<file path="src/rtl/uart_tx_arb.sv">
// ============================================================================
// Module   : uart_tx_arb
// Purpose  : Four-way arbiter in front of a UART transmitter. Picks one
//            pending byte while idle, pulses ack/tx_start_flag, then holds
//            off new grants for one frame time plus an inter-frame gap.
//            Round-robin by default. With UART_TX_ARB_FIXED_PRIO_EN defined,
//            the arbiter uses fixed priority (0 highest) and has no pointer.
// Ports    : sys_clk        - clock, rising edge
//            sys_rst        - synchronous active-high reset
//            req[3:0]       - per-requester byte pending
//            req_data[31:0] - byte i at req_data[8*i+7:8*i]
//            ack[3:0]       - one-cycle accept pulse, one-hot or zero
//            tx_start_flag  - one-cycle start pulse to the transmitter
//            tx_data[7:0]   - granted byte, held until the next grant
//            grant_id[1:0]  - index of the last granted requester
//            busy           - frame or inter-frame gap in progress
// Revision : 1.0 - initial release
// ============================================================================
`default_nettype none

module uart_tx_arb #(
    parameter int CLK_PER_BIT = 5208,
    parameter int FRAME_BITS  = 10,
    parameter int GAP_CYCLES  = 16
) (
    input  logic        sys_clk,
    input  logic        sys_rst,
    input  logic [3:0]  req,
    input  logic [31:0] req_data,
    output logic [3:0]  ack,
    output logic        tx_start_flag,
    output logic [7:0]  tx_data,
    output logic [1:0]  grant_id,
    output logic        busy
);

    localparam int c_FRAME_LEN = FRAME_BITS * CLK_PER_BIT;
    localparam int c_CNT_MAX   = (c_FRAME_LEN > GAP_CYCLES) ? c_FRAME_LEN : GAP_CYCLES;
    // One bit of headroom above the largest terminal count, so the counter
    // can never wrap before its compare fires.
    localparam int CNT_W       = $clog2(c_CNT_MAX) + 1;

    localparam logic [CNT_W-1:0] c_FRAME_LAST = CNT_W'(c_FRAME_LEN - 1);
    localparam logic [CNT_W-1:0] c_GAP_LAST   = CNT_W'(GAP_CYCLES - 1);

    localparam logic [1:0] c_ST_IDLE = 2'd0;
    localparam logic [1:0] c_ST_WAIT = 2'd1;
    localparam logic [1:0] c_ST_GAP  = 2'd2;

    logic [1:0]       r_state;
    logic [CNT_W-1:0] r_cnt;
    logic [3:0]       r_ack;
    logic             r_start;
    logic [7:0]       r_tx_data;
    logic [1:0]       r_grant_id;
    logic             r_busy;

    logic [1:0]       w_state_nxt;
    logic [CNT_W-1:0] w_cnt_nxt;
    logic [3:0]       w_ack_nxt;
    logic             w_start_nxt;
    logic [7:0]       w_tx_data_nxt;
    logic [1:0]       w_grant_id_nxt;
    logic             w_busy_nxt;

    logic [1:0]       w_base;     // first requester examined by the search
    logic [1:0]       w_idx;
    logic [1:0]       w_win;
    logic             w_found;

`ifdef UART_TX_ARB_FIXED_PRIO_EN
    assign w_base = 2'd0;
`else
    // Holds (last grant + 1) mod 4; the 2-bit add wraps naturally.
    logic [1:0] r_ptr;

    always_ff @(posedge sys_clk) begin
        if (sys_rst) begin
            r_ptr <= 2'd0;
        end else if (r_state == c_ST_IDLE && w_found) begin
            r_ptr <= w_win + 2'd1;
        end
    end

    assign w_base = r_ptr;
`endif

    // Scan the four requesters starting at w_base; first pending one wins.
    always_comb begin
        w_found = 1'b0;
        w_win   = 2'd0;
        w_idx   = 2'd0;
        for (int k = 0; k < 4; k++) begin
            w_idx = w_base + 2'(k);
            if (!w_found && req[w_idx]) begin
                w_found = 1'b1;
                w_win   = w_idx;
            end
        end
    end

    always_comb begin
        w_state_nxt    = r_state;
        w_cnt_nxt      = r_cnt;
        w_ack_nxt      = 4'b0000;
        w_start_nxt    = 1'b0;
        w_tx_data_nxt  = r_tx_data;
        w_grant_id_nxt = r_grant_id;
        w_busy_nxt     = r_busy;
        case (r_state)
            c_ST_IDLE: begin
                if (w_found) begin
                    w_ack_nxt      = 4'b0001 << w_win;
                    w_start_nxt    = 1'b1;
                    w_tx_data_nxt  = req_data[{w_win, 3'b000} +: 8];
                    w_grant_id_nxt = w_win;
                    w_busy_nxt     = 1'b1;
                    w_state_nxt    = c_ST_WAIT;
                    w_cnt_nxt      = '0;
                end
            end
            c_ST_WAIT: begin
                if (r_cnt == c_FRAME_LAST) begin
                    w_state_nxt = c_ST_GAP;
                    w_cnt_nxt   = '0;
                end else begin
                    w_cnt_nxt   = r_cnt + 1'b1;
                end
            end
            c_ST_GAP: begin
                if (r_cnt == c_GAP_LAST) begin
                    w_state_nxt = c_ST_IDLE;
                    w_busy_nxt  = 1'b0;
                    w_cnt_nxt   = '0;
                end else begin
                    w_cnt_nxt   = r_cnt + 1'b1;
                end
            end
            default: begin
                w_state_nxt = c_ST_IDLE;
                w_busy_nxt  = 1'b0;
                w_cnt_nxt   = '0;
            end
        endcase
    end

    always_ff @(posedge sys_clk) begin
        if (sys_rst) begin
            r_state    <= c_ST_IDLE;
            r_cnt      <= '0;
            r_ack      <= 4'b0000;
            r_start    <= 1'b0;
            r_tx_data  <= 8'h00;
            r_grant_id <= 2'd0;
            r_busy     <= 1'b0;
        end else begin
            r_state    <= w_state_nxt;
            r_cnt      <= w_cnt_nxt;
            r_ack      <= w_ack_nxt;
            r_start    <= w_start_nxt;
            r_tx_data  <= w_tx_data_nxt;
            r_grant_id <= w_grant_id_nxt;
            r_busy     <= w_busy_nxt;
        end
    end

    assign ack           = r_ack;
    assign tx_start_flag = r_start;
    assign tx_data       = r_tx_data;
    assign grant_id      = r_grant_id;
    assign busy          = r_busy;

endmodule

`default_nettype wire

</file>
<file path="config.mk">
export PLATFORM = sky130hd
export DESIGN_NAME = uart_tx_arb
export DESIGN_NICKNAME = d
export VERILOG_FILES = /design/src/rtl/uart_tx_arb.sv
export SDC_FILE = /design/constraint.sdc
export NUM_CORES = 1
export LEC_CHECK = 0
export ABC_AREA = 1
export BUFFER_PORTS_ARGS = -buffer_cell sky130_fd_sc_hd__buf_4
export CORE_UTILIZATION = 55
export CTS_CLUSTER_SIZE = 14
export DETAILED_ROUTE_END_ITERATION = 7
export PLACE_DENSITY_LB_ADDON = 0.2
export SKIP_LAST_GASP = 1
export SLEW_MARGIN = 15
export SYNTH_ARGS = -nofsm -noshare
export SYNTH_HDL_FRONTEND = slang
export SYNTH_SLANG_ARGS = --single-unit
</file>
<file path="constraint.sdc">
create_clock -name sys_clk -period 4.3 [get_ports sys_clk]
set_input_delay 0.43 -clock sys_clk [delete_from_list [all_inputs] [get_ports sys_clk]]
set_output_delay 0.43 -clock sys_clk [all_outputs]
set_load 0.005 [all_outputs]
</file>
==> impl_metrics.env <==
export IMPL_avgSynthCellArea_um2=6.14
export IMPL_grt_use_met3_pct=5.74
export IMPL_p_comb_share_pct=53.6
export IMPL_worst_setup_path_type="flip-flop to flip-flop"
export IMPL_synth_area_mm2=0.00238
export IMPL_drcViolationCount=0
export IMPL_top_usage_layer="met2"
export IMPL_fin_ws_ns=1.86
export IMPL_placed_area_mm2=0.00274
export IMPL_ant_nets=0
export IMPL_finalWirelength_um=6010
export IMPL_maxSlewViolCount=0
export IMPL_port_buffers=53
export IMPL_io_pins=54
export IMPL_hold_ws_ns=0.377
export IMPL_fin_area_mm2=0.00288
export IMPL_htree_levels=2
export IMPL_use_met1_pct=34.9
export IMPL_timing_final_crit_share_pct=56.7
export IMPL_grt_max_degree=22
export IMPL_routed_via_count=2624
export IMPL_fmax_mhz=410
export IMPL_cts_buffers=5
export IMPL_switchingPower_mw=0.849
export IMPL_cp_end_kind="flip-flop"
export IMPL_ys_warn_count=0
export IMPL_fin_total_pwr_mw=1.84
export IMPL_rr_startpoint="r_ptr[0]"
export IMPL_syn_nets=429
export IMPL_setup_violations=0
export IMPL_dp_cells=474
export IMPL_grt_overflow_total=0
export IMPL_grt_pass1_wl_um=9980
export IMPL_hold_viol=0
export IMPL_ir_drop_v=0.000448
export IMPL_grt_pass1_vias=2405
export IMPL_max_slew_margin_pct=65.2
export IMPL_tightestPinTransition_ns=0.519
export IMPL_cts_path_max_buffers=2
export IMPL_wl_per_cell_um=12.5
export IMPL_track_usage_pct=28.8
export IMPL_start_util_pct=58.1
export IMPL_hold_start="sys_rst"
export IMPL_clk_pin_slew_worst_paths_ns=0.08
export IMPL_final_cells=482
export IMPL_die_h_um=67.7
export IMPL_layout_commonest_cell="nand2_1"
export IMPL_rsz0062_at_grt="no"
export IMPL_place_hpwl_um=4410
export IMPL_drive_gt1_share_pct=17.4
export IMPL_ys_ff_latch=37
export IMPL_pwr_density_cell_mw_per_mm2=641
export IMPL_intPower_mw=0.992
export IMPL_die_width_um=67.7
export IMPL_crit_start="r_ptr[0]"
export IMPL_fin_crit_ns=2.44
export IMPL_cts_root_buf="clkbuf_8"
export IMPL_clk_latency_ns=0.30
export IMPL_cts_tree="yes"
export IMPL_dieArea_mm2=0.00459
export IMPL_grt_antenna_before_repair=0
export IMPL_fin_util_pct=70.4
export IMPL_p_leak_nw=1.42
export IMPL_gp_congestion=0.896
export IMPL_syn_inst=387
export IMPL_diodes=0
export IMPL_layout_nets=473
export IMPL_start_kind="flip-flop"
export IMPL_fin_skew_ns=0.00609
export IMPL_worstPathRequired_ns=4.48
export IMPL_ys_types=30
export IMPL_rows=23
export IMPL_outcome="finished clean"
export IMPL_grtUsageMet2_pct=48.1
export IMPL_viasPerCell=5.44
export IMPL_dp_slack_ns=1.91
export IMPL_arrival_ns=2.62
export IMPL_synth_yosys_seq_area_share_pct=31.2
export IMPL_worst_hold_path_type="input port to flip-flop"
export IMPL_p_clk_share_pct=20.4
export IMPL_seqPwrFrac_pct=25.9
export IMPL_first_pass_iters=5
export IMPL_core_area_mm2=0.00409
export IMPL_post_cts_resized=0
export IMPL_cts_setup_buffers=0
export IMPL_clkSinkCount=37
export IMPL_power_switching_share_pct=46.1
export IMPL_crit_fanout=21
export IMPL_first_iter_violations=197
export IMPL_holdBufCountCts=0
export IMPL_fin_tns_setup_ns=0
export IMPL_drv_cap=0
export IMPL_layout_common_cells="nand2_1, nand3_1, buf_4"
export IMPL_area_delta_synth_final_pct=21.0
worst max-delay path, cell delays in order (launching register included):
cell and delay [ns]:
dfxtp_1 0.52, inv_2 0.16, nand2_1 0.09, nand2_1 0.10, nand2_1 0.10, nand2_1 0.09
nor2_4 0.14, nand3_2 0.24, nand3_2 0.39, inv_1 0.19, nand2_1 0.17, a31oi_1 0.11
power by group through the flow:
stage / sequential [mW] / combinational (mW) / clock [mW]
finish: 0.477 / 0.988 / 0.376
global placement: 0.480 / 0.953 / 0
CTS: 0.477 / 0.979 / 0.378
detailed placement: 0.483 / 0.968 / 0
floorplan: 0.475 / 0.774 / 0
global route: 0.488 / 1.12 / 0.389
final cells by class:
cell class / count / area [µm²]
clock buffers: 5 / 68.8
clock inverters: 3 / 68.8
fillers: 368 / 1210
inverters: 47 / 176
multi-input cells: 286 / 1350
flip-flops and latches: 37 / 741
well taps: 50 / 62.6
repair buffers: 54 / 405
state kept, by name, summed over array words and instances, names as in the netlist:
signal,cells
tx_data,8
r_ptr,2
busy,1
r_cnt,17
r_state,2
ack,4
tx_start_flag,1
grant_id,2
per-layer routing:
layer / part of all wire [%] / wire length (µm) / up-vias
li1: - / - / 1337
met1: 44 / 2630 / 1185
met5: 0 / 0 / -
met2: 48 / 2870 / 85
met4: 2.4 / 143 / 0
met3: 6.1 / 368 / 17
logic make-up after synthesis:
logic type | after synthesis | synth area share, %
xor+xnor | 7 | 2.58
compound gates | 36 | 8.53
fa+ha+maj | 4 | 2.11
simple gates | 239 | 43.7
buf+inv | 64 | 11.9
flops | 37 | 31.2
path summary, 6_finish.rpt:
kind,end,slack (ns),depth (start not counted)
worst max-delay path,r_ptr[1],1.86,11
worst min-delay path,r_cnt[5],0.38,2
worst max register to register,r_ptr[1],1.86,11
worst min register to register,tx_data[7],0.46,2
synth_stat cells (all sizes together):
| cell | instances | area, µm² |
|---|---|---|
| o2111ai | 3 | 26.3 |
| a31oi | 2 | 12.5 |
| a21oi | 13 | 65.1 |
| or2 | 2 | 12.5 |
| nor4 | 2 | 12.5 |
| dfxtp | 37 | 741 |
| nand4 | 10 | 62.6 |
| o31ai | 1 | 7.51 |
| nand3b | 1 | 7.51 |
| buf | 13 | 91.3 |
| o21ai | 15 | 75.1 |
| nand3 | 59 | 305 |
| o22ai | 1 | 6.26 |
| clkinv | 1 | 3.75 |
| clkbuf | 4 | 15.0 |
| ha | 4 | 50.1 |
| nor2 | 31 | 124 |
| o211a | 1 | 10.0 |
| xor2 | 7 | 61.3 |
| inv | 46 | 173 |
| nand2 | 129 | 489 |
| nor3 | 5 | 25.0 |
Power figures use the tool's default switching activity.
